<file path="src/rtl/ctrl_seq_pkg.sv">
// Shared definitions for the control-word sequencer: opcodes, word field
// positions and the sequencing state encoding.
package ctrl_seq_pkg;

   localparam int OPC_MSB = 15;
   localparam int OPC_LSB = 12;
   localparam int REP_MSB = 11;
   localparam int REP_LSB = 8;
   localparam int ARG_MSB = 7;
   localparam int ARG_LSB = 0;

   localparam logic [3:0] OP_NOP   = 4'd0;
   localparam logic [3:0] OP_RUN   = 4'd1;
   localparam logic [3:0] OP_HALT  = 4'd2;
   localparam logic [3:0] OP_CLEAR = 4'd3;

   typedef enum logic [1:0] {
      ST_IDLE,
      ST_ISSUE,
      ST_WAIT_DONE,
      ST_GAP
   } state_e;

endpackage

</file>
<file path="src/rtl/ctrl_seq_timer.sv">
// Loadable down-counter shared by the inter-run gap and the completion
// timeout; expired_o is high whenever the count has reached zero.
module ctrl_seq_timer
   import ctrl_seq_pkg::*;
#(
   parameter int CW = 11
) (
   input  logic          clk_i,
   input  logic          rst_i,
   input  logic          load_i,
   input  logic [CW-1:0] load_val_i,
   output logic          expired_o
);

   logic [CW-1:0] cnt_q;

   always_ff @(posedge clk_i) begin
      if (rst_i) begin
         cnt_q <= '0;
      end else if (load_i) begin
         cnt_q <= load_val_i;
      end else if (cnt_q != '0) begin
         cnt_q <= cnt_q - 1'b1;
      end
   end

   assign expired_o = (cnt_q == '0);

endmodule

</file>
<file path="src/rtl/ctrl_cmd_sequencer.sv">
// Decodes control words and sequences a datapath through dp_start/dp_done,
// with repeat gaps, a one-entry pending slot, completion timeout and sticky errors.
module ctrl_cmd_sequencer
   import ctrl_seq_pkg::*;
#(
   parameter int ARG_W          = 8,
   parameter int GAP_CYCLES     = 4,
   parameter int TIMEOUT_CYCLES = 1024,
   parameter int CNT_W          = 16
) (
   input  logic             ACLK,
   input  logic             ARESETN,
   input  logic [31:0]      control_reg,
   input  logic             control_valid,
   output logic             control_read,
   output logic             dp_start,
   output logic [ARG_W-1:0] dp_arg,
   input  logic             dp_done,
   output logic             dp_abort,
   output logic             busy,
   output logic             pending_full,
   output logic             err_timeout,
   output logic             err_opcode,
   output logic [CNT_W-1:0] done_count
);

   localparam int TMAX = (TIMEOUT_CYCLES > GAP_CYCLES) ? TIMEOUT_CYCLES : GAP_CYCLES;
   localparam int TW   = $clog2(TMAX + 1);
   localparam int REPW = REP_MSB - REP_LSB + 1;

   state_e           state_q;
   logic             control_read_q, dp_start_q, dp_abort_q;
   logic             err_timeout_q, err_opcode_q, pend_vld_q;
   logic [CNT_W-1:0] done_count_q;
   logic [ARG_W-1:0] arg_q, pend_arg_q;
   logic [REPW-1:0]  rem_q, pend_rep_q;

   logic [3:0]       opc;
   logic [REPW-1:0]  word_rep;
   logic [ARG_W-1:0] word_arg;
   logic             unused_hi;

   assign opc       = control_reg[OPC_MSB:OPC_LSB];
   assign word_rep  = control_reg[REP_MSB:REP_LSB];
   assign word_arg  = control_reg[ARG_LSB +: ARG_W];
   assign unused_hi = ^control_reg[31:16];

   logic run_ok, accept, acc_run, acc_halt, acc_clear, acc_ill;
   logic in_wait, done_ev, last_done, timeout_ev, finish;
   logic tmr_load, tmr_exp;
   logic [TW-1:0] tmr_val;

   // A RUN is refused only while a command is active and the pending slot is occupied.
   assign run_ok     = (state_q == ST_IDLE) || !pend_vld_q;
   assign accept     = control_valid && !control_read_q && ((opc != OP_RUN) || run_ok);
   assign acc_run    = accept && (opc == OP_RUN);
   assign acc_halt   = accept && (opc == OP_HALT);
   assign acc_clear  = accept && (opc == OP_CLEAR);
   assign acc_ill    = accept && (opc > OP_CLEAR);

   assign in_wait    = (state_q == ST_WAIT_DONE);
   assign done_ev    = in_wait && dp_done && !acc_halt;
   assign last_done  = done_ev && (rem_q == '0);
   assign timeout_ev = in_wait && !dp_done && tmr_exp && !acc_halt;
   assign finish     = last_done || timeout_ev;

   assign tmr_load   = (state_q == ST_ISSUE) || (done_ev && (rem_q != '0));
   assign tmr_val    = (state_q == ST_ISSUE) ? TW'(TIMEOUT_CYCLES - 1) : TW'(GAP_CYCLES - 1);

   ctrl_seq_timer #(
      .CW(TW)
   ) u_timer (
      .clk_i      (ACLK),
      .rst_i      (ARESETN),
      .load_i     (tmr_load),
      .load_val_i (tmr_val),
      .expired_o  (tmr_exp)
   );

   always_ff @(posedge ACLK) begin
      if (acc_run && state_q != ST_IDLE && !pend_vld_q) begin
         pend_arg_q <= word_arg;
         pend_rep_q <= word_rep;
      end
   end

   always_ff @(posedge ACLK) begin
      if (ARESETN) begin
         state_q        <= ST_IDLE;
         control_read_q <= 1'b0;
         dp_start_q     <= 1'b0;
         dp_abort_q     <= 1'b0;
         err_timeout_q  <= 1'b0;
         err_opcode_q   <= 1'b0;
         pend_vld_q     <= 1'b0;
         done_count_q   <= '0;
         arg_q          <= '0;
         rem_q          <= '0;
      end else begin
         control_read_q <= accept;
         dp_start_q     <= 1'b0;
         dp_abort_q     <= 1'b0;

         if (acc_clear)    err_opcode_q <= 1'b0;
         else if (acc_ill) err_opcode_q <= 1'b1;

         if (timeout_ev)     err_timeout_q <= 1'b1;
         else if (acc_clear) err_timeout_q <= 1'b0;

         if (acc_clear)      done_count_q <= '0;
         else if (last_done) done_count_q <= done_count_q + 1'b1;

         if (acc_run && state_q != ST_IDLE) pend_vld_q <= 1'b1;

         if (acc_halt) begin
            pend_vld_q <= 1'b0;
            state_q    <= ST_IDLE;
            dp_abort_q <= (state_q == ST_ISSUE) || (state_q == ST_WAIT_DONE);
         end else begin
            case (state_q)
               ST_IDLE: begin
                  if (acc_run) begin
                     arg_q      <= word_arg;
                     rem_q      <= word_rep;
                     dp_start_q <= 1'b1;
                     state_q    <= ST_ISSUE;
                  end
               end
               ST_ISSUE: state_q <= ST_WAIT_DONE;
               ST_WAIT_DONE: begin
                  if (done_ev && rem_q != '0) begin
                     rem_q   <= rem_q - 1'b1;
                     state_q <= ST_GAP;
                  end else if (finish) begin
                     dp_abort_q <= timeout_ev;
                     // Next command: the pending slot first, else a RUN arriving this very cycle.
                     if (pend_vld_q) begin
                        arg_q      <= pend_arg_q;
                        rem_q      <= pend_rep_q;
                        pend_vld_q <= 1'b0;
                        dp_start_q <= 1'b1;
                        state_q    <= ST_ISSUE;
                     end else if (acc_run) begin
                        arg_q      <= word_arg;
                        rem_q      <= word_rep;
                        pend_vld_q <= 1'b0;
                        dp_start_q <= 1'b1;
                        state_q    <= ST_ISSUE;
                     end else begin
                        state_q <= ST_IDLE;
                     end
                  end
               end
               ST_GAP: begin
                  if (tmr_exp) begin
                     dp_start_q <= 1'b1;
                     state_q    <= ST_ISSUE;
                  end
               end
               default: state_q <= ST_IDLE;
            endcase
         end
      end
   end

   assign control_read = control_read_q;
   assign dp_start     = dp_start_q;
   assign dp_arg       = arg_q;
   assign dp_abort     = dp_abort_q;
   assign busy         = (state_q != ST_IDLE) || pend_vld_q;
   assign pending_full = pend_vld_q;
   assign err_timeout  = err_timeout_q;
   assign err_opcode   = err_opcode_q;
   assign done_count   = done_count_q;

endmodule

</file>
<file path="config.mk">
export PLATFORM = sky130hd
export DESIGN_NAME = ctrl_cmd_sequencer
export DESIGN_NICKNAME = d
export VERILOG_FILES = /design/src/rtl/ctrl_seq_pkg.sv /design/src/rtl/ctrl_seq_timer.sv /design/src/rtl/ctrl_cmd_sequencer.sv
export SDC_FILE = /design/constraint.sdc
export NUM_CORES = 1
export LEC_CHECK = 0
export CAP_MARGIN = 20
export CORE_MARGIN = 4
export CORE_UTILIZATION = 45
export DETAILED_ROUTE_END_ITERATION = 8
export PLACE_DENSITY = 0.76
export SETUP_SLACK_MARGIN = 0.1
export SLEW_MARGIN = 10
export SYNTH_ARGS = -nofsm -noshare
export SYNTH_HDL_FRONTEND = slang
export SYNTH_SLANG_ARGS = --single-unit
</file>
<file path="constraint.sdc">
create_clock -name ACLK -period 2.1 [get_ports ACLK]
set_input_delay 0.315 -clock ACLK [delete_from_list [all_inputs] [get_ports ACLK]]
set_output_delay 0.315 -clock ACLK [all_outputs]
set_load 0.1 [all_outputs]
</file>
==> impl_metrics.yaml, run 1 <==
global_route:
  grt_pass1_wl_mm: 13.0
  grt_use_total_pct: 19.3
  grt_pass1_vias: 2944
  antenna_found_initial: 0
  grt_max_degree: 25
  grt_overflow: 0
synthesis:
  synth_nets: 393
  synth_area_sq_um: 3080
  synth_edf_count: 12
  ys_async_sr_fraction_pct: 0
  synth_top_area_share_pct: 30.5
  syn_inst: 348
  ys_seq_area_share_pct: 42.2
  synthTopCellsByArea: "dfxtp_1, edfxtp_1, nor2_1, xnor2_1, nand2_1"
  synth_warnings: 0
  synth_top_cell_by_area: "dfxtp_1"
  ys_seq_elements: 59
  syn_area_per_cell_sq_um: 8.85
  synthFlopType: "dfxtp_1"
  synth_cell_types: 58
floorplan:
  coreArea_sq_um: 6490
  start_util_pct: 47.4
  die_width_microns: 90.7
  io-pin-count: 67
  rows: 29
  die_h_microns: 90.7
  dieArea_sq_um: 8230
place:
  gp_congestion: 0.822
  port_buffers: 50
  dp.cells: 492
  hpwl_mm: 5.46
  place_ws_ns: -0.234
power_and_ir_drop:
  p_comb_share_pct: 31.7
  cellInternalPower_mw: 2.52
  power.switching_mw: 1.21
  sw_frac_of_total_pct: 32.4
  p_seq_share_pct: 37.1
  leakage_nw: 1.66
  ir_drop_mv: 0.452
  clkPwrFrac_pct: 31.1
  p_per_area_nw_per_um2: 887
  total_power_mw: 3.74
layout:
  area_growth_pct: 36.6
  finalNonFillerCells: 515
  insertedDiodeCount: 0
  seq_area_sq_um: 1320
  drive_above_1_share_pct: 28.3
  multiInputGateArea_sq_um: 1720
  fillers: 545
  fin_nets: 478
  final_cell_mix: "buf_4, nor2_1, dfxtp_1"
  final_common_cell: "buf_4"
clocking:
  clk_pin_slew_ns: 0.07
  cts_buffer_depth: 2
  cts_buffers: 9
  cts_sinks: 59
  holdBufCountCts: 0
  clk_latency_ns: 0.34
  htree_levels: 3
  root_buffer: "clkbuf_8"
  cts_tree: "done"
timing:
  min_period_over_period_pct: 94.4
  drv_slew: 0
  hold_viol: 0
  tightestPinTransition_ns: 0.487
  maxSlewHeadroom_pct: 67.6
  rsz0062_at_grt: "true"
  finalSetupViolations: 0
  tns_ns: 0
  max_freq_ghz: 0.504
  finalCriticalPeriod_ns: 1.98
  fin_skew_ns: 0.00485
  finalWorstSetupSlack_ns: 0.118
flow_run:
  drv_cap: 0
critical_path:
  cp.required_ns: 2.33
  crit_type: "in -> reg"
  cp-end-kind: "register"
  critPathArrivalTime_ns: 2.21
  critPathLaunchType: "primary input"
  critPathMaxFanout: 18
routing:
  initialDrtViolationCount: 109
  dr.pass1.iters: 4
  drc: 0
  via_per_inst: 5.57
  via_count: 2868
  ant_nets: 0
  wl_mm: 7.79
  wire_per_inst_microns: 15.1
outcome:
  outcome: "completed"
min_path:
  hp-class: "in -> reg"
## layer usage
| layer | vias to the layer above | global-route usage, % | wire, microns |
|---|---|---|---|
| met1 | 1390 | 21.9 | 3360 |
| li1 | 1417 | - | - |
| met3 | 6 | 5.00 | 335 |
| met4 | 0 | 9.31 | 65 |
| met2 | 55 | 33.6 | 4030 |
| met5 | - | 0 | 0 |
## layout make-up
| cell class | instances | area share (%) |
|---|---|---|
| Multi-Input combinational cell | 259 | 40.9 |
| Sequential cell | 59 | 31.4 |
| Timing Repair Buffer | 91 | 19.0 |
| Clock buffer | 12 | 3.45 |
| Tap cell | 77 | 2.29 |
| Clock inverter | 4 | 1.75 |
| Inverter | 13 | 1.16 |
## power by group through the flow
stage / sequential [mW] / clock [mW] / combinational [mW]
2_1_floorplan: 1.42 / 0 / 0.738
3_3_place_gp: 1.39 / 0 / 1.07
3_5_place_dp: 1.40 / 0 / 1.11
4_1_cts: 1.38 / 1.19 / 1.13
5_1_grt: 1.41 / 1.25 / 1.31
6_report: 1.39 / 1.16 / 1.18
## cells in the mapped netlist, types with 11 or more instances
library cell,instances
edfxtp_1,12
clkbuf_1,13
nor2_1,43
or3_1,12
inv_1,13
o21ai_0,16
nand3_1,11
xnor2_1,17
nand2_1,32
dfxtp_1,47
a21oi_1,21
## logic make-up (layout without fill, tap and decap cells)
family / Yosys count / count (layout) / synth area share, %
XOR/XNOR: 23 / 23 / 6.54
adder cells (fa/ha/maj): 9 / 9 / 3.66
buffers and inverters: 30 / 120 / 3.98
flip-flops: 59 / 59 / 42.2
AO/OA/AOI/OAI: 73 / 73 / 15.7
AND/OR/NAND/NOR: 145 / 145 / 24.8
multiplexers: 9 / 9 / 3.09
## state kept, by name (all words and copies together), names as in the netlist
| register | flops |
|---|---|
| done_count | 16 |
| u_timer.cnt_q | 11 |
| dp_arg | 8 |
| pend_arg_q | 8 |
| pend_rep_q | 4 |
| rem_q | 4 |
| state_q | 2 |
| control_read | 1 |
| dp_abort | 1 |
| dp_start | 1 |
| err_opcode | 1 |
| err_timeout | 1 |
| pending_full | 1 |
## final timing paths
kind | startpoint | endpoint | slack (ns) | depth (start not counted)
worst max register to register | rem_q[0] | rem_q[2] | 0.17 | 8
worst max-delay path | control_reg[13] | dp_arg[0] | 0.12 | 9
worst min register to register | err_opcode | err_opcode | 0.45 | 2
worst min-delay path | control_reg[15] | dp_abort | 0.44 | 4
## metrics by stage
step | hold WS (ns) | cell area [sq um] | utilization [%]
after floorplan | 0.414 | 3110 | -
after global placement | 0.438 | 3850 | 59.4
after detailed placement | 0.440 | 3850 | 59.4
after CTS | 0.450 | 4110 | 63.3
after global routing | 0.468 | 4210 | 64.8
final | 0.442 | 4210 | 64.8
## timing repair
| action | CTS | global route |
|---|---|---|
| endpoints found under the setup margin | 16 | 17 |
| endpoints found under the hold margin | 0 | 0 |
| buffers inserted | 2 | 5 |
| resized for setup | 3 | 16 |
| pin swaps | 3 | 4 |
## worst max-delay path, cell delays in order
cell and delay, ns:
clkdlybuf4s50_1 0.46, nor4b_4 0.38, buf_4 0.17, nand3b_1 0.08, buf_6 0.18, buf_4 0.14
or3_1 0.32, o21ai_0 0.07, a211oi_1 0.08
Note: power is estimated with default switching activity, not from simulation.
==> run 2: changes to the inputs <==
--- a/config.mk
+++ b/config.mk
@@ -9,7 +9,7 @@
 export CORE_MARGIN = 4
 export CORE_UTILIZATION = 45
 export DETAILED_ROUTE_END_ITERATION = 8
-export PLACE_DENSITY = 0.76
+export PLACE_DENSITY_LB_ADDON = 0.08
 export SETUP_SLACK_MARGIN = 0.1
 export SLEW_MARGIN = 10
 export SYNTH_ARGS = -nofsm -noshare
==> impl_metrics.yaml, run 2 (synthesis results as in run 1) <==
power_and_ir_drop:
  p_seq_share_pct: 38.0
  power.switching_mw: 1.22
  clkPwrFrac_pct: 28.5
  cellInternalPower_mw: 2.47
  leakage_nw: 1.66
  sw_frac_of_total_pct: 33.0
  ir_drop_mv: 0.451
  p_comb_share_pct: 33.5
  p_per_area_nw_per_um2: 870
routing:
  via_count: 2843
  initialDrtViolationCount: 122
  drc: 0
  dr.pass1.iters: 5
  ant_nets: 0
  via_per_inst: 5.51
  wire_per_inst_microns: 15.3
  wl_mm: 7.88
critical_path:
  critPathLaunchType: "register"
  crit_type: "reg -> reg"
  critPathMaxFanout: 6
  critPathTopFamily: "simple AND/OR/NAND/NOR gates"
  critPathArrivalTime_ns: 2.16
  critPathCapture: "rem_q[1]"
  cp.required_ns: 2.36
  r2r_cells: 8
  crit_chain: "inv_1, ha_1, or3b_4, o211ai_1, buf_4, mux2i_1, a32oi_1, a211oi_1"
  cp-end-kind: "register"
  critPathBufInv: 2
  reg2reg_to: "rem_q[1]"
  slowest_delay_ns: 0.42
  reg2reg_slack_ns: 0.20
  cp_slowest_cell: "or3b_4"
  cp.depth: 8
  startpoint: "rem_q[0]"
  r2r-start: "rem_q[0]"
layout:
  insertedDiodeCount: 0
  drive_above_1_share_pct: 30.5
  largest_reg_flops: 16
  finalNonFillerCells: 516
  final_cell_mix: "buf_4, nor2_1, dfxtp_1"
  final_common_cell: "buf_4"
  area_growth_pct: 37.7
  fillers: 523
  fin_nets: 479
floorplan:
  die_h_microns: 90.7
  io-pin-count: 67
  start_util_pct: 47.4
  rows: 29
  coreArea_sq_um: 6490
  die_width_microns: 90.7
  dieArea_sq_um: 8230
place:
  hpwl_mm: 5.35
  port_buffers: 50
  gp_congestion: 0.826
  dp.cells: 494
clocking:
  cts_buffer_depth: 2
  clk_latency_ns: 0.34
  cts_sinks: 59
  htree_levels: 3
  root_buffer: "clkbuf_8"
  clk_pin_slew_ns: 0.06
  cts_buffers: 9
  cts_tree: "done"
  holdBufCountCts: 0
global_route:
  antenna_found_initial: 0
  grt_overflow: 0
  grt_pass1_vias: 2750
  grt_max_degree: 19
  grt_pass1_wl_mm: 13.0
  grt_use_total_pct: 19.4
timing:
  maxSlewHeadroom_pct: 67.7
  rsz0062_at_grt: "false"
  tns_ns: 0
  hold_viol: 0
  max_freq_ghz: 0.525
  worst_hold_slack_ns: 0.413
  finalSetupViolations: 0
  drv_slew: 0
  fin_skew_ns: 0.00706
  tightestPinTransition_ns: 0.484
  finalCriticalPeriod_ns: 1.90
  min_period_over_period_pct: 90.6
min_path:
  hp-class: "in -> reg"
flow_run:
  drv_cap: 0
outcome:
  outcome: "completed"
run 2: worst reg2reg max path, stage by stage, from the launching register on:
cell	delay [ns]
dfxtp_1	0.34
inv_1	0.11
ha_1	0.19
or3b_4	0.42
o211ai_1	0.11
buf_4	0.16
mux2i_1	0.18
a32oi_1	0.07
a211oi_1	0.23
run 2: worst min path at each step:
stage | start | depth (start not counted) | slack [ns] | to
6_report | control_reg[15] | 3 | 0.41 | control_read
3_5_place_dp | err_opcode | 2 | 0.45 | err_opcode
2_1_floorplan | control_reg[0] | 0 | 0.41 | pend_arg_q[0]
5_1_grt | control_reg[15] | 3 | 0.43 | control_read
4_1_cts | err_opcode | 2 | 0.46 | err_opcode
3_3_place_gp | err_opcode | 2 | 0.44 | err_opcode
run 2: layout make-up:
class,instances,area (sq um),share of cell area [%]
Timing Repair Buffer,92,798,18.8
Clock inverter,5,51.3,1.21
Clock buffer,11,151,3.57
Inverter,13,51.3,1.21
Multi-Input combinational cell,259,1770,41.7
Tap cell,77,96.3,2.27
Sequential cell,59,1330,31.2
run 2: metal layers:
layer	share of wire, %	GRT usage (%)
met5	0	0
met4	2.0	7.91
met3	4.0	5.33
met2	46	31.0
met1	48	24.8
run 2: metrics by stage:
| stage | instance area, sq um | utilization (%) | power, mW | worst slack [ns] |
|---|---|---|---|---|
| 2_1_floorplan | 3110 | - | 2.16 | 0.101 |
| 3_3_place_gp | 3860 | 59.4 | 2.50 | -0.173 |
| 3_5_place_dp | 3860 | 59.4 | 2.52 | -0.250 |
| 4_1_cts | 4100 | 63.2 | 3.59 | 0.128 |
| 5_1_grt | 4240 | 65.3 | 3.91 | 0.0821 |
| 6_report | 4240 | 65.3 | 3.69 | 0.196 |
run 2: timing repair:
item | in CTS | in global routing
setup endpoints to repair | 17 | 23
pin swaps | 1 | 5
gates resized for setup | 4 | 28
buffers inserted | 4 | 2
run 2: power by group through the flow:
stage / Combinational, mW / Clock (mW) / Sequential (mW)
final: 1.24 / 1.05 / 1.40
after global routing: 1.36 / 1.13 / 1.42
after CTS: 1.14 / 1.07 / 1.38
after global placement: 1.10 / 0 / 1.40
after detailed placement: 1.12 / 0 / 1.40
after floorplan: 0.738 / 0 / 1.42
==> run 3: changes to the inputs <==
--- a/config.mk
+++ b/config.mk
@@ -10,7 +10,8 @@
 export CORE_UTILIZATION = 45
 export DETAILED_ROUTE_END_ITERATION = 8
 export PLACE_DENSITY_LB_ADDON = 0.08
-export SETUP_SLACK_MARGIN = 0.1
+export REMOVE_ABC_BUFFERS = 1
+export SETUP_SLACK_MARGIN = 0.02
 export SLEW_MARGIN = 10
 export SYNTH_ARGS = -nofsm -noshare
 export SYNTH_HDL_FRONTEND = slang
==> impl_metrics.yaml, run 3 (synthesis results as in run 1) <==
layout:
  insertedDiodeCount: 0
  finalNonFillerCells: 515
  drive_above_1_share_pct: 23.7
  fin_nets: 478
  largest_reg_flops: 16
  area_growth_pct: 31.8
  final_common_cell: "buf_4"
  final_cell_mix: "buf_4, dfxtp_1, nor2_1"
global_route:
  grt_pass1_wl_mm: 12.4
  grt_overflow: 0
  grt_max_degree: 20
  grt_use_total_pct: 18.3
  antenna_found_initial: 0
  grt_pass1_vias: 2652
power_and_ir_drop:
  p_comb_share_pct: 33.1
  power.switching_mw: 1.18
  cellInternalPower_mw: 2.25
  sw_frac_of_total_pct: 34.4
  p_per_area_nw_per_um2: 845
  leakage_nw: 1.60
  p_seq_share_pct: 40.0
  clkPwrFrac_pct: 26.9
  ir_drop_mv: 0.443
floorplan:
  die_width_microns: 90.7
  die_h_microns: 90.7
  rows: 29
  dieArea_sq_um: 8230
  start_util_pct: 47.4
  coreArea_sq_um: 6490
  io-pin-count: 67
routing:
  dr.pass1.iters: 5
  wire_per_inst_microns: 14.6
  ant_nets: 0
  wl_mm: 7.50
  via_count: 2869
  drc: 0
  via_per_inst: 5.57
  initialDrtViolationCount: 113
critical_path:
  crit_type: "reg -> reg"
  slowest_delay_ns: 0.40
  r2r_cells: 8
  cp.required_ns: 2.37
  r2r-start: "state_q[0]"
  cp-end-kind: "register"
  crit_chain: "inv_1, ha_1, nor2b_1, nand3b_1, buf_6, mux2_2, o31ai_1, a32o_1"
  startpoint: "state_q[0]"
  critPathArrivalTime_ns: 2.25
  critPathLaunchType: "register"
  critPathMaxFanout: 19
  cp_slowest_cell: "dfxtp_1"
timing:
  rsz0062_at_grt: "false"
  finalCriticalPeriod_ns: 1.98
  tightestPinTransition_ns: 0.516
  min_period_over_period_pct: 94.3
  max_freq_ghz: 0.505
  maxSlewHeadroom_pct: 65.6
  tns_ns: 0
  finalSetupViolations: 0
  worst_hold_slack_ns: 0.448
  hold_viol: 0
  fin_skew_ns: 0.00838
  finalWorstSetupSlack_ns: 0.120
  drv_slew: 0
clocking:
  clk_pin_slew_ns: 0.07
  root_buffer: "clkbuf_8"
  cts_sinks: 59
  cts_tree: "done"
  cts_buffers: 9
  htree_levels: 3
  cts_buffer_depth: 2
  holdBufCountCts: 0
  clk_latency_ns: 0.33
min_path:
  hold_path_depth: 2
  holdCritStartpoint: "err_opcode"
  hp-class: "reg -> reg"
place:
  gp_congestion: 0.845
  port_buffers: 50
  dp.cells: 497
  place_ws_ns: -0.206
  hpwl_mm: 5.47
outcome:
  outcome: "completed"
flow_run:
  drv_cap: 0
==> run 3: cell types whose count changed in the layout (fill, tap and decap cells not counted), moves of 2 or more <==
cell	previous run	this run
inv_1	11	13
dfxtp_2	13	0
dfxtp_1	32	47
ha_4	2	0
dfxtp_4	2	0
nor4_2	5	1
nor4_1	4	8
==> run 3: through the flow <==
step	power [mW]	cell area (sq um)	util (%)
3_3_place_gp	2.48	3840	59.2
6_report	3.43	4060	62.5
2_1_floorplan	2.14	3010	-
5_1_grt	3.63	4060	62.5
3_5_place_dp	2.50	3840	59.2
4_1_cts	3.45	4040	62.2
==> run 3: power groups by stage <==
stage	combinational (mW)	clock, mW	sequential (mW)
after global placement	1.09	0	1.39
after CTS	1.13	0.948	1.37
final	1.14	0.924	1.37
after detailed placement	1.11	0	1.40
after global routing	1.26	0.993	1.38
after floorplan	0.713	0	1.42
==> run 3: what timing repair did <==
item                                    in CTS  in global routing
buffers inserted                             1                  1
pin swaps                                    1                  1
endpoints found under the setup margin       3                 11
resized for setup                            0                  5
==> run 3: cell type report <==
cell class                      count  area [sq um]
Sequential cell                    59          1300
Fill cell                         559          2430
Clock buffer                       10           138
Clock inverter                      6          40.0
Timing Repair Buffer               91           772
Tap cell                           77          96.3
Multi-Input combinational cell    259          1660
Inverter                           13          48.8
==> run 3: routing by layer <==
| metal | GRT usage (%) | routed length, microns | vias to the layer above |
|---|---|---|---|
| met1 | 24.6 | 3560 | 1352 |
| met4 | 4.21 | 63 | 0 |
| met5 | 0 | 0 | - |
| met2 | 29.2 | 3430 | 89 |
| li1 | - | - | 1422 |
| met3 | 5.08 | 440 | 6 |
==> run 3: critical path: cells and delay by family (launching register included) <==
kind | cells | cell delay (ns)
flip-flops | 1 | 0.40
AO/OA/AOI/OAI | 2 | 0.38
multiplexers | 1 | 0.35
AND/OR/NAND/NOR | 2 | 0.28
buffers and inverters | 2 | 0.27
adder cells (fa/ha/maj) | 1 | 0.22
==> run 3: path summary, 6_finish.rpt <==
check | to | slack [ns]
max | rem_q[0] | 0.12
min | err_opcode | 0.45
max reg2reg | rem_q[0] | 0.12
min reg2reg | err_opcode | 0.45
